**config.mk**
```make
export PLATFORM = sky130hd
export DESIGN_NAME = ahb_master_bridge
export DESIGN_NICKNAME = d
export VERILOG_FILES = /design/src/rtl/ahb_pkg.sv /design/src/rtl/ahb_master_bridge.sv
export SDC_FILE = /design/constraint.sdc
export NUM_CORES = 1
export LEC_CHECK = 0
export CAP_MARGIN = 30
export CORE_MARGIN = 1.5
export CORE_UTILIZATION = 48
export DETAILED_ROUTE_END_ITERATION = 10
export PLACE_DENSITY = 0.84
export SLEW_MARGIN = 30
export SYNTH_ARGS = -nofsm -noshare
export SYNTH_HDL_FRONTEND = slang
export SYNTH_SLANG_ARGS = --single-unit
```
**constraint.sdc**
```tcl
create_clock -name HCLK -period 3.1 [get_ports HCLK]
set_clock_uncertainty 0.1 [all_clocks]
set_input_delay 0.62 -clock HCLK [delete_from_list [all_inputs] [get_ports HCLK]]
set_output_delay 0.62 -clock HCLK [all_outputs]
set_load 0.03 [all_outputs]
```
**src/rtl/ahb_pkg.sv**
```systemverilog
// Shared types and constants for the AHB-Lite master bridge.
//   htrans_t       : the two transfer types the bridge ever issues
//   bridge_state_t : bridge FSM states
//   bus_req_t      : CPU request captured at acceptance
package ahb_pkg;

    localparam int unsigned ADDR_W = 32;
    localparam int unsigned DATA_W = 32;

    typedef enum logic [1:0] {
        HTRANS_IDLE   = 2'b00,
        HTRANS_NONSEQ = 2'b10
    } htrans_t;

    localparam logic [2:0] HSIZE_WORD  = 3'b010;
    localparam logic       HRESP_OKAY  = 1'b0;
    localparam logic       HRESP_ERROR = 1'b1;

    // Word alignment: bus address bits [1:0] are always zero
    localparam logic [ADDR_W-1:0] WORD_ADDR_MASK = 32'hFFFF_FFFC;

    typedef enum logic [1:0] {
        ST_IDLE,
        ST_ADDR,
        ST_DATA,
        ST_DONE
    } bridge_state_t;

    typedef struct packed {
        logic [ADDR_W-1:0] addr;
        logic [DATA_W-1:0] wdata;
        logic              write;
    } bus_req_t;

endpackage

```
**src/rtl/ahb_master_bridge.sv**
```systemverilog
// Single-word CPU memory request -> one AHB-Lite transfer.
// Ports:
//   HCLK, HRESETn                 clock, async active-low reset
//   mem_req/write/addr/wdata      CPU request (level, held until mem_done)
//   mem_rdata/done/err            CPU completion (done is a one-cycle pulse)
//   HADDR/HTRANS/HWRITE/HSIZE/HWDATA  AHB-Lite master outputs
//   HRDATA/HREADY/HRESP           AHB-Lite slave response
// A wait counter bounds HREADY-low stalls per phase; expiry completes the
// request with mem_err=1 so a dead slave cannot hang the CPU.
module ahb_master_bridge
    import ahb_pkg::*;
#(
    parameter int unsigned TIMEOUT_CYCLES = 16,
    parameter int unsigned CNT_W          = $clog2(TIMEOUT_CYCLES + 1)
) (
    input  logic              HCLK,
    input  logic              HRESETn,
    input  logic              mem_req,
    input  logic              mem_write,
    input  logic [ADDR_W-1:0] mem_addr,
    input  logic [DATA_W-1:0] mem_wdata,
    output logic [DATA_W-1:0] mem_rdata,
    output logic              mem_done,
    output logic              mem_err,
    output logic [ADDR_W-1:0] HADDR,
    output logic [1:0]        HTRANS,
    output logic              HWRITE,
    output logic [2:0]        HSIZE,
    output logic [DATA_W-1:0] HWDATA,
    input  logic [DATA_W-1:0] HRDATA,
    input  logic              HREADY,
    input  logic              HRESP
);

    localparam logic [CNT_W-1:0] CNT_LAST = CNT_W'(TIMEOUT_CYCLES - 1);
    localparam logic [CNT_W-1:0] CNT_MAX  = '1;

    bridge_state_t     state_q,  state_d;
    logic [CNT_W-1:0]  cnt_q,    cnt_d;
    bus_req_t          req_q,    req_d;
    htrans_t           htrans_q, htrans_d;
    logic [DATA_W-1:0] hwdata_q, hwdata_d;
    logic [DATA_W-1:0] rdata_q,  rdata_d;
    logic              done_q,   done_d;
    logic              err_q,    err_d;

    logic [CNT_W-1:0]  cnt_inc_c;
    logic              timeout_c;

    // Saturating increment; the counter never wraps
    assign cnt_inc_c = (cnt_q == CNT_MAX) ? cnt_q : cnt_q + CNT_W'(1);
    assign timeout_c = (cnt_q >= CNT_LAST);

    // State register and registered outputs
    always_ff @(posedge HCLK or negedge HRESETn) begin
        if (!HRESETn) begin
            state_q  <= ST_IDLE;
            cnt_q    <= '0;
            req_q    <= '0;
            htrans_q <= HTRANS_IDLE;
            hwdata_q <= '0;
            rdata_q  <= '0;
            done_q   <= 1'b0;
            err_q    <= 1'b0;
        end else begin
            state_q  <= state_d;
            cnt_q    <= cnt_d;
            req_q    <= req_d;
            htrans_q <= htrans_d;
            hwdata_q <= hwdata_d;
            rdata_q  <= rdata_d;
            done_q   <= done_d;
            err_q    <= err_d;
        end
    end

    // Next-state and next-output logic
    always_comb begin
        state_d  = state_q;
        cnt_d    = cnt_q;
        req_d    = req_q;
        htrans_d = htrans_q;
        hwdata_d = hwdata_q;
        rdata_d  = rdata_q;
        done_d   = 1'b0;
        err_d    = 1'b0;

        unique case (state_q)
            ST_IDLE: begin
                htrans_d = HTRANS_IDLE;
                if (mem_req) begin
                    req_d.addr  = mem_addr & WORD_ADDR_MASK;
                    req_d.wdata = mem_wdata;
                    req_d.write = mem_write;
                    htrans_d    = HTRANS_NONSEQ;
                    cnt_d       = '0;
                    state_d     = ST_ADDR;
                end
            end

            ST_ADDR: begin
                if (HREADY) begin
                    htrans_d = HTRANS_IDLE;
                    hwdata_d = req_q.wdata;
                    cnt_d    = '0;
                    state_d  = ST_DATA;
                end else if (timeout_c) begin
                    htrans_d = HTRANS_IDLE;
                    done_d   = 1'b1;
                    err_d    = 1'b1;
                    cnt_d    = '0;
                    state_d  = ST_DONE;
                end else begin
                    cnt_d = cnt_inc_c;
                end
            end

            ST_DATA: begin
                // ERROR beats timeout; HREADY=1 beats timeout
                if (HRESP == HRESP_ERROR) begin
                    done_d  = 1'b1;
                    err_d   = 1'b1;
                    cnt_d   = '0;
                    state_d = ST_DONE;
                end else if (HREADY && (HRESP == HRESP_OKAY)) begin
                    if (!req_q.write) begin
                        rdata_d = HRDATA;
                    end
                    done_d  = 1'b1;
                    cnt_d   = '0;
                    state_d = ST_DONE;
                end else if (timeout_c) begin
                    done_d  = 1'b1;
                    err_d   = 1'b1;
                    cnt_d   = '0;
                    state_d = ST_DONE;
                end else begin
                    cnt_d = cnt_inc_c;
                end
            end

            ST_DONE: begin
                // mem_req ignored here; the CPU drops it during this cycle
                cnt_d   = '0;
                state_d = ST_IDLE;
            end

            default: begin
                htrans_d = HTRANS_IDLE;
                cnt_d    = '0;
                state_d  = ST_IDLE;
            end
        endcase
    end

    assign HADDR     = req_q.addr;
    assign HWRITE    = req_q.write;
    assign HTRANS    = htrans_q;
    assign HSIZE     = HSIZE_WORD;
    assign HWDATA    = hwdata_q;
    assign mem_rdata = rdata_q;
    assign mem_done  = done_q;
    assign mem_err   = err_q;

endmodule
```
Word level (Yosys, flattened, before mapping)
Cells that the tools add are included.
{"block": "classes", "add_sub_neg": 1, "magnitude_cmp": 1, "eq_ne": 6, "mux": 25, "bitwise": 2, "reduce_logical": 7}
{"cell": "5-bit two-way mux", "n": 6}
{"cell": "5-bit case mux with 4 select lines", "n": 1}
{"cell": "2-bit two-way mux", "n": 8}
{"cell": "2-bit case mux with 4 select lines", "n": 1}
{"cell": "1-bit two-way mux", "n": 6}
{"cell": "2-bit AND reduction", "n": 3}
{"cell": "5-bit by 1-bit adder with 5-bit output, second input constant", "n": 1}
{"cell": "5-bit equality test, second input constant", "n": 1}
{"cell": "5-bit by 4-bit >= comparator with 1-bit output, second input constant", "n": 1}
{"cell": "2-bit equality test, second input constant", "n": 2}
{"cell": "1-bit case mux with 2 select lines", "n": 2}
{"cell": "2-bit case mux with 2 select lines", "n": 1}
{"cell": "4-bit AND reduction", "n": 1}
{"cell": "3-bit inequality test, second input constant", "n": 1}
{"cell": "2-bit by 1-bit equality test with 1-bit output, second input constant", "n": 1}
{"cell": "2-bit logical NOT", "n": 1}
{"cell": "2-bit inequality test, second input constant", "n": 1}
{"cell": "1-bit NOT", "n": 2}
{"cell": "2-bit nonzero test", "n": 1}
{"cell": "1-bit logical AND", "n": 1}
{"block": "totals", "reg_bits": 138, "input_bits": 102, "out_inout_bits": 104, "word_cells": 52}

Depth between registers and ports, before layout
Gate-level depths: netlist (run 1).
{"block": "logic_depth", "depth_word": 6, "depth_mapped": 7, "depth_no_buf": 5}

Least setup slack after synthesis (run 1)
OpenSTA, ideal clock, no wires.
{"block": "synth_path", "path_kind": "register to register", "from": "register state_q[0]", "to": "register rdata_q[10] (netlist: mem_rdata[10])", "setup_ns": 0.125, "arrival_ns": 1.577, "required_time_ns": 2.875, "slack_ns": 1.298, "path_stages_with_launch": 8, "path_buffers": 2, "synth_period_minus_slack_ns": 1.802, "cell_sequence": "dfrtp_1 > inv_1 > ha_1 > nor2b_4 > and3b_1 > buf_6 > buf_12 > mux2_4"}
{"block": "synth_via", "elab_chain_cells": 2}
{"item": "from (decl)", "line_no": "ahb_master_bridge.sv:38", "source": "bridge_state_t state_q, state_d;"}
{"item": "from (signal assigned)", "line_no": "ahb_master_bridge.sv:66", "source": "state_q <= state_d;"}
{"item": "2-bit equality test", "line_no": "ahb_master_bridge.sv:88", "source": "unique case (state_q)"}
{"item": "4-bit AND reduction (no source line)"}
{"item": "to (signal assigned)", "line_no": "ahb_master_bridge.sv:71", "source": "rdata_q <= rdata_d;"}
{"item": "to (decl)", "line_no": "ahb_master_bridge.sv:43", "source": "logic [DATA_W-1:0] rdata_q, rdata_d;"}
No other way between the ends.
A chain may end at the register's enable or synchronous reset.

Final worst setup path (run 1)
{"block": "layout_path", "from": "register htrans_q[1] (netlist: HTRANS[1])", "to": "output port HTRANS[1]"}
{"item": "from (decl)", "line_no": "ahb_master_bridge.sv:41", "source": "htrans_t htrans_q, htrans_d;"}
{"item": "from (signal assigned)", "line_no": "ahb_master_bridge.sv:69", "source": "htrans_q <= htrans_d;"}
{"item": "to (decl)", "line_no": "ahb_master_bridge.sv:26", "source": "output logic [1:0] HTRANS,"}
No word-level cell between the ends.

==> results.py, run 1 <==
metrics = {
    "power": {
        "power.switching_mw": 3.31,
        "total_power_mw": 9.40,
        "power_density_nw_per_um2": 1150,
        "ir_drop_v": 0.000648,
        "p_int_mw": 6.09,
        "pwr-share-clk": 0.213,
        "total_leakage_power_nw": 3.49,
        "p_comb_frac": 0.457,
        "p_seq_frac": 0.330,
        "sw_frac_of_total": 0.352,
    },
    "layout": {
        "multi_input_area_um2": 1890,
        "final_net_count": 646,
        "seq_area_um2": 3430,
        "finalNonFillerCells": 696,
        "antenna_cells": 0,
        "layout-drive-gt1-share": 0.306,
        "area_growth_pct": 42.8,
        "final_util": 0.707,
        "fillCellCount": 783,
    },
    "synth": {
        "yosysMostFrequentCell": "dfrtp_1",
        "synth_top_family_by_area": "multiplexers",
        "synth_top_area_frac": 0.601,
        "synthAdderAreaFrac": 0.00878,
        "synth_xor_area_frac": 0,
        "syn_inst": 366,
        "synthFlopType": "dfrtp_1",
        "synth_mux_area_frac": 0.271,
        "synth_seq_area_share": 0.601,
        "netlist_area_um2": 5700,
        "async_flop_share": 1.00,
        "synthTopCellsByCount": "137 x dfrtp_1, 97 x mux2_2, 36 x buf_4",
        "synth_edf_count": 0,
        "synth_compound_area_frac": 0.0230,
        "synth_warnings": 0,
        "synth.avg_cell_area_um2": 15.6,
        "ys_top_cells_by_area": "dfrtp_1 60%, mux2_2 19%, mux2_4 7.9%, buf_4 4.7%, buf_12 1.1%",
        "ys_types": 35,
        "synth_top_area_cell": "dfrtp_1",
        "synth_simple_gate_area_share": 0.0246,
        "synth-seq-cells": 137,
    },
    "global_route": {
        "use_met2": 0.353,
        "grt_pass1_vias": 3782,
        "grt_max_degree": 79,
        "grtUsageMet3": 0.0697,
        "grt_use_met1": 0.235,
        "grtUsageTotal": 0.204,
        "grt_pass1_wl_um": 19700,
        "grt-ovfl-total": 0,
        "grt_busiest_layer": "met2",
        "antenna_found_initial": 0,
    },
    "place": {
        "dpl.cell_count": 664,
        "dpl.hpwl_um": 8440,
        "place.gp.congestion": 0.780,
        "portBuffers": 197,
    },
    "clock_network": {
        "holdBufCountCts": 0,
        "clkTransAtPathRegs_ps": 60,
        "numCtsBuffers": 17,
        "cts_root_buffer": "clkbuf_16",
        "cts_resized": 0,
        "cts.sinks": 137,
        "cts.htree.levels": 4,
        "tritoncts": "yes",
        "clock_latency_ps": 410,
        "cts_buffer_depth": 2,
        "cts_setup_buffers": 0,
    },
    "floorplan": {
        "die_w_um": 112,
        "initial_core_util": 0.495,
        "std_cell_rows": 39,
        "core_um2": 11500,
        "dieArea_um2": 12500,
        "ioPinCount": 206,
        "fp.dieH_um": 112,
    },
    "timing": {
        "period_share": 0.709,
        "fmax_ghz": 0.455,
        "setup_tns_ps": 0,
        "hold_violations": 0,
        "whs_ps": 73.2,
        "setup_viol": 0,
        "period_minus_slack_ps": 2200,
        "tightest_slew_ps": 565,
        "rsz0062_at_grt": "false",
        "maxSlewViolCount": 0,
        "slew-limit-headroom": 0.624,
    },
    "critical_path": {
        "critical_path_arrival_ps": 1480,
        "worst_path_max_delay_cell": "clkdlybuf4s50_1",
        "critPathRequiredTime_ps": 2380,
        "path_class": "flop to output port",
        "path_buf_inv": 1,
        "max_stage_delay_ps": 700,
        "end_kind": "output port",
        "path_cells": "clkdlybuf4s50_1",
        "critical_path.top_delay_family": "buffers and inverters",
        "critPathLaunchType": "flop",
        "crit_path_max_fanout": 3,
    },
    "routing": {
        "avgViaCountPerCell": 5.05,
        "antenna_left": 0,
        "routed_wl_um": 12300,
        "drt_iter0_markers": 143,
        "vias": 3518,
        "dr.pass1.iters": 8,
        "drt-wirelength-per-cell_um": 17.6,
        "drc": 19,
    },
    "run_status": {
        "status": "finished with violations",
        "violations": "DRC",
    },
    "min_path": {
        "hp-class": "input port to async pin",
    },
    "run": {
        "max_cap_violations": 0,
    },
}
[through the flow]
step,instance area (um^2),setup WS [ps]
global route,8140,849
global placement,7540,774
detailed placement,7540,752
CTS,8140,882
floorplan,5720,1300
finish,8140,902
[layout make-up]
| type | instances | area share |
|---|---|---|
| flip-flops and latches | 137 | 0.421 |
| repair buffers | 202 | 0.250 |
| multi-input cells | 180 | 0.232 |
| clock buffers | 25 | 0.0633 |
| well taps | 143 | 0.0220 |
| clock inverters | 7 | 0.0108 |
| inverters | 2 | 0.000922 |
[routing by layer]
| metal | routed length, um | part of all wire |
|---|---|---|
| met1 | 4770 | 0.39 |
| met2 | 6290 | 0.51 |
| met3 | 999 | 0.081 |
| met4 | 211 | 0.017 |
| met5 | 0 | 0 |
[registers in the layout, indices dropped and copies added (netlist names)]
| name | cells |
|---|---|
| HWDATA | 32 |
| mem_rdata | 32 |
| req_q | 32 |
| HADDR | 30 |
| cnt_q | 5 |
| state_q | 2 |
| HTRANS | 1 |
| HWRITE | 1 |
| mem_done | 1 |
| mem_err | 1 |
[final timing paths]
check | slack, ps | startpoint | end | cells past startpoint
hold / removal | 70 | HRESETn | HADDR[28] | 1
hold reg to reg | 400 | req_q[23] | HWDATA[22] | 1
setup / recovery | 900 | HTRANS[1] | HTRANS[1] | 1
max in group asynchronous | 1980 | HRESETn | mem_rdata[19] | 2
min in group HCLK | 400 | req_q[23] | HWDATA[22] | 1
setup reg to reg | 1070 | state_q[0] | mem_rdata[31] | 6
[cell usage in the layout, fill, tap and decap left out, types with 3 or more instances in the layout]
| master | synthesis | routed |
|---|---|---|
| o21ai_0 | 5 | 5 |
| nand2_1 | 5 | 4 |
| nor2b_1 | 3 | 3 |
| mux2_2 | 97 | 97 |
| clkinv_2 | 0 | 4 |
| buf_4 | 36 | 3 |
| dfrtp_1 | 137 | 137 |
| conb_1 | 2 | 6 |
| clkdlybuf4s50_1 | 0 | 196 |
| nand2b_1 | 3 | 3 |
| clkbuf_16 | 0 | 17 |
| ha_1 | 4 | 4 |
| mux2_4 | 30 | 30 |
| clkbuf_8 | 0 | 6 |
| a21oi_1 | 6 | 6 |
[kinds of logic (layout without fill, tap and decap cells)]
kind of cell | after synthesis | count (layout)
AO/OA/AOI/OAI | 20 | 20
flip-flops | 137 | 137
AND/OR/NAND/NOR | 23 | 23
buffers and inverters | 53 | 236
adder cells (fa/ha/maj) | 4 | 4
multiplexers | 127 | 127
other | 2 | 6
[power groups by stage]
stage	Combinational, mW	Sequential, mW	Clock, mW
2_1_floorplan	2.15	3.83	0
3_3_place_gp	4.23	3.03	0
3_5_place_dp	4.30	3.11	0
4_1_cts	4.34	3.10	2.05
5_1_grt	4.51	3.20	2.14
6_report	4.30	3.10	2.01
No activity file was read; power rests on OpenSTA's default activity.
==> run 2, diff against run 1 <==
--- a/config.mk
+++ b/config.mk
@@ -7,9 +7,9 @@
 export LEC_CHECK = 0
 export CAP_MARGIN = 30
 export CORE_MARGIN = 1.5
-export CORE_UTILIZATION = 48
+export CORE_UTILIZATION = 40
 export DETAILED_ROUTE_END_ITERATION = 10
-export PLACE_DENSITY = 0.84
+export PLACE_DENSITY = 0.75
 export SLEW_MARGIN = 30
 export SYNTH_ARGS = -nofsm -noshare
 export SYNTH_HDL_FRONTEND = slang
==> constraint.sdc (replaced) <==
create_clock -name HCLK -period 1.95 [get_ports HCLK]
set_clock_uncertainty 0.1 [all_clocks]
set_input_delay 0.39 -clock HCLK [delete_from_list [all_inputs] [get_ports HCLK]]
set_output_delay 0.39 -clock HCLK [all_outputs]
set_load 0.03 [all_outputs]
==> run 2 against run 1 <==
  * The flow now finishes without violations
  * Sequential cell count is the same
  * Power grew 55%
  * Setup slack lost 870 ps
  * Clock power grew 56%
  * Final cell count grew 7.2%
  * Register-to-register slack lost 990 ps
  * Largest cell class unchanged
  * Highest routed layer unchanged
==> results.py, run 2 (synthesized netlist as in run 1, its figures left out) <==
metrics = {
    "run_status": {
        "status": "finished, final reports clean",
    },
    "critical_path": {
        "critPathLaunchType": "flop",
        "end_kind": "output port",
        "path_buf_inv": 1,
        "path_class": "flop to output port",
        "max_stage_delay_ps": 700,
        "cp.depth": 1,
        "worstReg2RegStart": "state_q[0]",
        "worst_path_max_delay_cell": "clkdlybuf4s50_1",
        "r2r_end": "mem_rdata[5]",
        "ff2ff_path_depth": 6,
        "critPathRequiredTime_ps": 1460,
        "rrSetupSlack_ps": 80,
        "crit_path_max_fanout": 1,
        "critical_path.top_delay_family": "buffers and inverters",
        "path_cells": "clkdlybuf4s50_1",
        "critical_path_arrival_ps": 1430,
    },
    "place": {
        "dpl.cell_count": 712,
        "portBuffers": 197,
        "dpl.hpwl_um": 8870,
        "dp_slack_ps": -95.5,
        "place_area_um2": 7720,
        "place.gp.congestion": 0.761,
    },
    "routing": {
        "drt_iter0_markers": 213,
        "drc": 0,
        "vias": 3554,
        "dr.pass1.iters": 4,
        "avgViaCountPerCell": 4.76,
        "routed_wl_um": 12700,
        "drt-wirelength-per-cell_um": 17.1,
        "antenna_left": 0,
    },
    "clock_network": {
        "cts_buffer_depth": 2,
        "cts.sinks": 137,
        "cts.htree.levels": 4,
        "tritoncts": "yes",
        "cts_setup_buffers": 0,
        "clkTransAtPathRegs_ps": 60,
        "numCtsBuffers": 17,
        "clock_latency_ps": 410,
        "cts_root_buffer": "clkbuf_16",
    },
    "timing": {
        "period_minus_slack_ps": 1920,
        "hold_violations": 0,
        "fmax_ghz": 0.522,
        "setup_ws_ps": 34.9,
        "maxSlewViolCount": 0,
        "period_share": 0.982,
        "setup_viol": 0,
    },
    "floorplan": {
        "core_um2": 13900,
        "die_w_um": 122,
        "ioPinCount": 206,
        "std_cell_rows": 43,
        "fp.dieH_um": 122,
        "dieArea_um2": 15000,
        "initial_core_util": 0.411,
    },
    "power": {
        "total_leakage_power_nw": 4.04,
        "p_comb_frac": 0.449,
        "ir_drop_v": 0.000972,
        "power.switching_mw": 5.29,
        "power_density_nw_per_um2": 1740,
        "pwr-share-clk": 0.216,
        "p_seq_frac": 0.335,
        "sw_frac_of_total": 0.363,
        "total_power_mw": 14.6,
        "p_int_mw": 9.28,
    },
    "layout": {
        "finalNonFillerCells": 746,
        "mostFrequentLayoutCells": "137 x dfrtp_1, 109 x clkdlybuf4s50_1, 97 x mux2_2",
        "layout-drive-gt1-share": 0.322,
        "area_growth_pct": 46.9,
        "final_common_cell": "dfrtp_1",
        "final_net_count": 659,
        "stdcell_area_um2": 8380,
        "antenna_cells": 0,
        "final_util": 0.604,
    },
    "global_route": {
        "use_met2": 0.287,
        "antenna_found_initial": 0,
        "grt-ovfl-total": 0,
        "grtUsageMet3": 0.0609,
        "grt_pass1_vias": 3735,
        "grt_pass1_wl_um": 19200,
        "grt_use_met1": 0.193,
        "grt_busiest_layer": "met2",
        "grt_max_degree": 50,
        "grtUsageTotal": 0.170,
    },
    "min_path": {
        "hp-class": "input port to async pin",
    },
    "run": {
        "max_cap_violations": 0,
    },
}
==> run 2: cell count changes in the layout (fill, tap and decap cells not counted), moves of 2 or more <==
cell	before	now
clkdlybuf4s50_1	196	109
buf_12	2	6
dlygate4sd2_1	0	51
clkinvlp_4	1	3
clkinv_2	4	2
clkbuf_8	6	3
dlymetal6s2s_1	0	36
clkinv_4	0	3
buf_4	3	10
==> run 2: timing repair <==
item                                   4_1_cts  5_1_grt
cloned                                       0        1
endpoints found under the hold margin       44        0
setup endpoints to repair                   51       39
gates resized for setup                     51       38
hold buffers                                 1        0
pin swaps                                    0        0
==> run 2: cell type report <==
cell class	count	area [um^2]
inverter	2	7.51
clock inverter	10	119
clock buffer	22	474
sequential	137	3430
tap	180	225
fill	1109	5500
multi-input combinational	180	1900
timing repair buffer	215	2230
==> run 2: power by group through the flow <==
stage	sequential, mW	clock (mW)	combinational (mW)
2_1_floorplan	6.09	0	3.42
3_3_place_gp	4.86	0	6.86
3_5_place_dp	4.96	0	7.00
4_1_cts	4.91	3.23	6.69
5_1_grt	5.06	3.34	6.93
6_report	4.88	3.14	6.55
==> run 2: worst max path at each step <==
stage / start / to / slack, ps
2_1_floorplan: state_q[0] / mem_rdata[10] / 150
3_3_place_gp: HRESP / mem_rdata[31] / -90
3_5_place_dp: HRESP / mem_rdata[31] / -100
4_1_cts: mem_rdata[6] / mem_rdata[6] / 0.2
5_1_grt: HADDR[4] / HADDR[4] / -10
6_report: mem_done / mem_done / 30
==> run 2: per-stage QoR <==
| stage | hold WS, ps | TNS, ps |
|---|---|---|
| final | 384 | 0 |
| after global routing | 410 | -26.9 |
| after CTS | 393 | 0 |
| after detailed placement | 262 | -1480 |
| after global placement | 257 | -1530 |
| after floorplan | -5.59 | 0 |
==> run 2: routing by layer <==
metal / part of all wire / routed length, um
met1: 0.39 / 5020
met2: 0.51 / 6480
met3: 0.074 / 938
met4: 0.023 / 289
met5: 0 / 0
==> run 3, diff against run 2 <==
--- a/config.mk
+++ b/config.mk
@@ -10,6 +10,7 @@
 export CORE_UTILIZATION = 40
 export DETAILED_ROUTE_END_ITERATION = 10
 export PLACE_DENSITY = 0.75
+export REMOVE_ABC_BUFFERS = 1
 export SLEW_MARGIN = 30
 export SYNTH_ARGS = -nofsm -noshare
 export SYNTH_HDL_FRONTEND = slang
==> run 3 against run 2 <==
  * Final cell count decreased by 0.40%
  * First-iteration DRC count decreased by 16%
  * Combinational power decreased by 1%
  * Clock power increased by 15%
  * Clock-buffer cell count decreased by 2
  * Die area unchanged
  * Critical path type unchanged
  * Register-to-register slack about the same
  * Largest cell class unchanged
  * Highest routed layer unchanged
==> results.py, run 3 (synthesized netlist as in run 1, its figures left out) <==
metrics = {
    "place": {
        "dp_slack_ps": -135,
        "portBuffers": 197,
        "place.gp.congestion": 0.878,
        "place_area_um2": 7680,
        "dpl.hpwl_um": 8790,
    },
    "global_route": {
        "grt_busiest_layer": "met2",
        "grt_pass1_vias": 3846,
        "grt-ovfl-total": 0,
        "antenna_found_initial": 0,
        "grt_max_degree": 43,
        "grtUsageTotal": 0.170,
        "use_met2": 0.280,
        "grt_pass1_wl_um": 19100,
        "grtUsageMet3": 0.0757,
        "grt_use_met1": 0.186,
    },
    "power": {
        "power_density_nw_per_um2": 1780,
        "total_power_mw": 15.0,
        "total_leakage_power_nw": 4.01,
        "ir_drop_v": 0.000948,
    },
    "layout": {
        "final_net_count": 656,
        "layout-drive-gt1-share": 0.321,
        "mostFrequentLayoutCells": "137 x dfrtp_1, 102 x clkdlybuf4s50_1, 97 x mux2_2",
        "antenna_cells": 0,
        "final_common_cell": "dfrtp_1",
        "fillCellCount": 1110,
        "stdcell_area_um2": 8420,
        "area_growth_pct": 47.7,
    },
    "critical_path": {
        "r2r_end": "mem_rdata[6]",
        "worstReg2RegStart": "state_q[0]",
        "critical_path.top_delay_family": "buffers and inverters",
        "path_class": "flop to output port",
        "path_cells": "clkdlybuf4s50_1",
        "worst_path_max_delay_cell": "clkdlybuf4s50_1",
        "critical_path_arrival_ps": 1410,
        "end_kind": "output port",
        "critPathLaunchType": "flop",
        "crit_path_max_fanout": 2,
        "path_buf_inv": 1,
        "max_stage_delay_ps": 660,
        "rrSetupSlack_ps": 80,
        "critPathRequiredTime_ps": 1460,
        "ff2ff_path_depth": 6,
    },
    "clock_network": {
        "cts.htree.levels": 4,
        "cts.sinks": 137,
        "tritoncts": "yes",
        "clock_latency_ps": 420,
        "cts_root_buffer": "clkbuf_16",
        "clkTransAtPathRegs_ps": 60,
        "numCtsBuffers": 17,
        "cts_buffer_depth": 2,
    },
    "floorplan": {
        "dieArea_um2": 15000,
        "fp.dieH_um": 122,
        "ioPinCount": 206,
        "std_cell_rows": 43,
        "core_um2": 13900,
        "die_w_um": 122,
        "initial_core_util": 0.411,
    },
    "routing": {
        "antenna_left": 0,
        "dr.pass1.iters": 4,
        "routed_wl_um": 12600,
        "vias": 3520,
        "avgViaCountPerCell": 4.74,
        "drc": 0,
        "drt_iter0_markers": 179,
        "drt-wirelength-per-cell_um": 16.9,
    },
    "run": {
        "max_cap_violations": 0,
    },
    "timing": {
        "hold_violations": 0,
        "setup_viol": 0,
        "fmax_ghz": 0.526,
        "rsz0062_at_grt": "false",
        "maxSlewViolCount": 0,
        "setup_ws_ps": 48.8,
        "period_share": 0.975,
        "period_minus_slack_ps": 1900,
    },
    "run_status": {
        "status": "finished, final reports clean",
    },
    "min_path": {
        "hp-class": "input port to async pin",
    },
}
-- run 3: cell count changes in the layout (fill, tap and decap cells not counted), sizes merged --
cell           change
bufinv             +4
dlymetal6s2s       -8
buf                -4
dlygate4sd2       +15
clkinv             -2
clkdlybuf4s50      -7
clkbuf             -1
-- run 3: repair_timing --
| action | CTS | global route |
|---|---|---|
| hold buffers | 1 | 0 |
| setup buffers | 0 | 1 |
| gates cloned | 0 | 2 |
| resized for setup | 66 | 32 |
| setup endpoints to repair | 66 | 43 |
| hold endpoints to repair | 39 | 0 |
-- run 3: area by class of cell --
type	instances	area (um^2)	area share
inverters	2	7.51	0.000891
flip-flops and latches	137	3430	0.407
clock buffers	20	447	0.0530
clock inverters	12	221	0.0263
multi-input cells	180	1910	0.227
repair buffers	212	2190	0.260
well taps	180	225	0.0267
-- run 3: how the worst max path moves through the flow --
stage	start	endpoint	slack, ps	depth (start not counted)
after floorplan	state_q[0]	mem_rdata[0]	-790	5
after global placement	HRESP	mem_rdata[0]	-130	5
after detailed placement	HRESP	mem_rdata[0]	-130	5
after CTS	mem_rdata[1]	mem_rdata[1]	0.3	1
after global routing	mem_done	mem_done	0.08	1
final	HWDATA[23]	HWDATA[23]	50	1
-- run 3: per-layer routing --
metal / vias to the layer above / routed length (um)
met5: - / 0
met4: 0 / 214
met3: 16 / 992
met2: 131 / 6330
met1: 1771 / 5050
li1: 1602 / -
-- run 3: metrics by stage --
stage	std cells	TNS, ps	util	hold slack, ps
2_1_floorplan	319	-34910	-	-5.59
3_3_place_gp	707	-2760	0.553	226
3_5_place_dp	707	-2870	0.553	226
4_1_cts	740	0	0.596	350
5_1_grt	743	0	0.607	378
6_report	743	0	0.607	352
-- run 3: where the power goes --
group / internal, mW / switching (mW) / leakage, nW
registers: 4.20 / 0.684 / 1.66
clock network: 2.43 / 1.20 / 0.316
logic: 3.01 / 3.46 / 2.03
total: 9.64 / 5.34 / 4.01
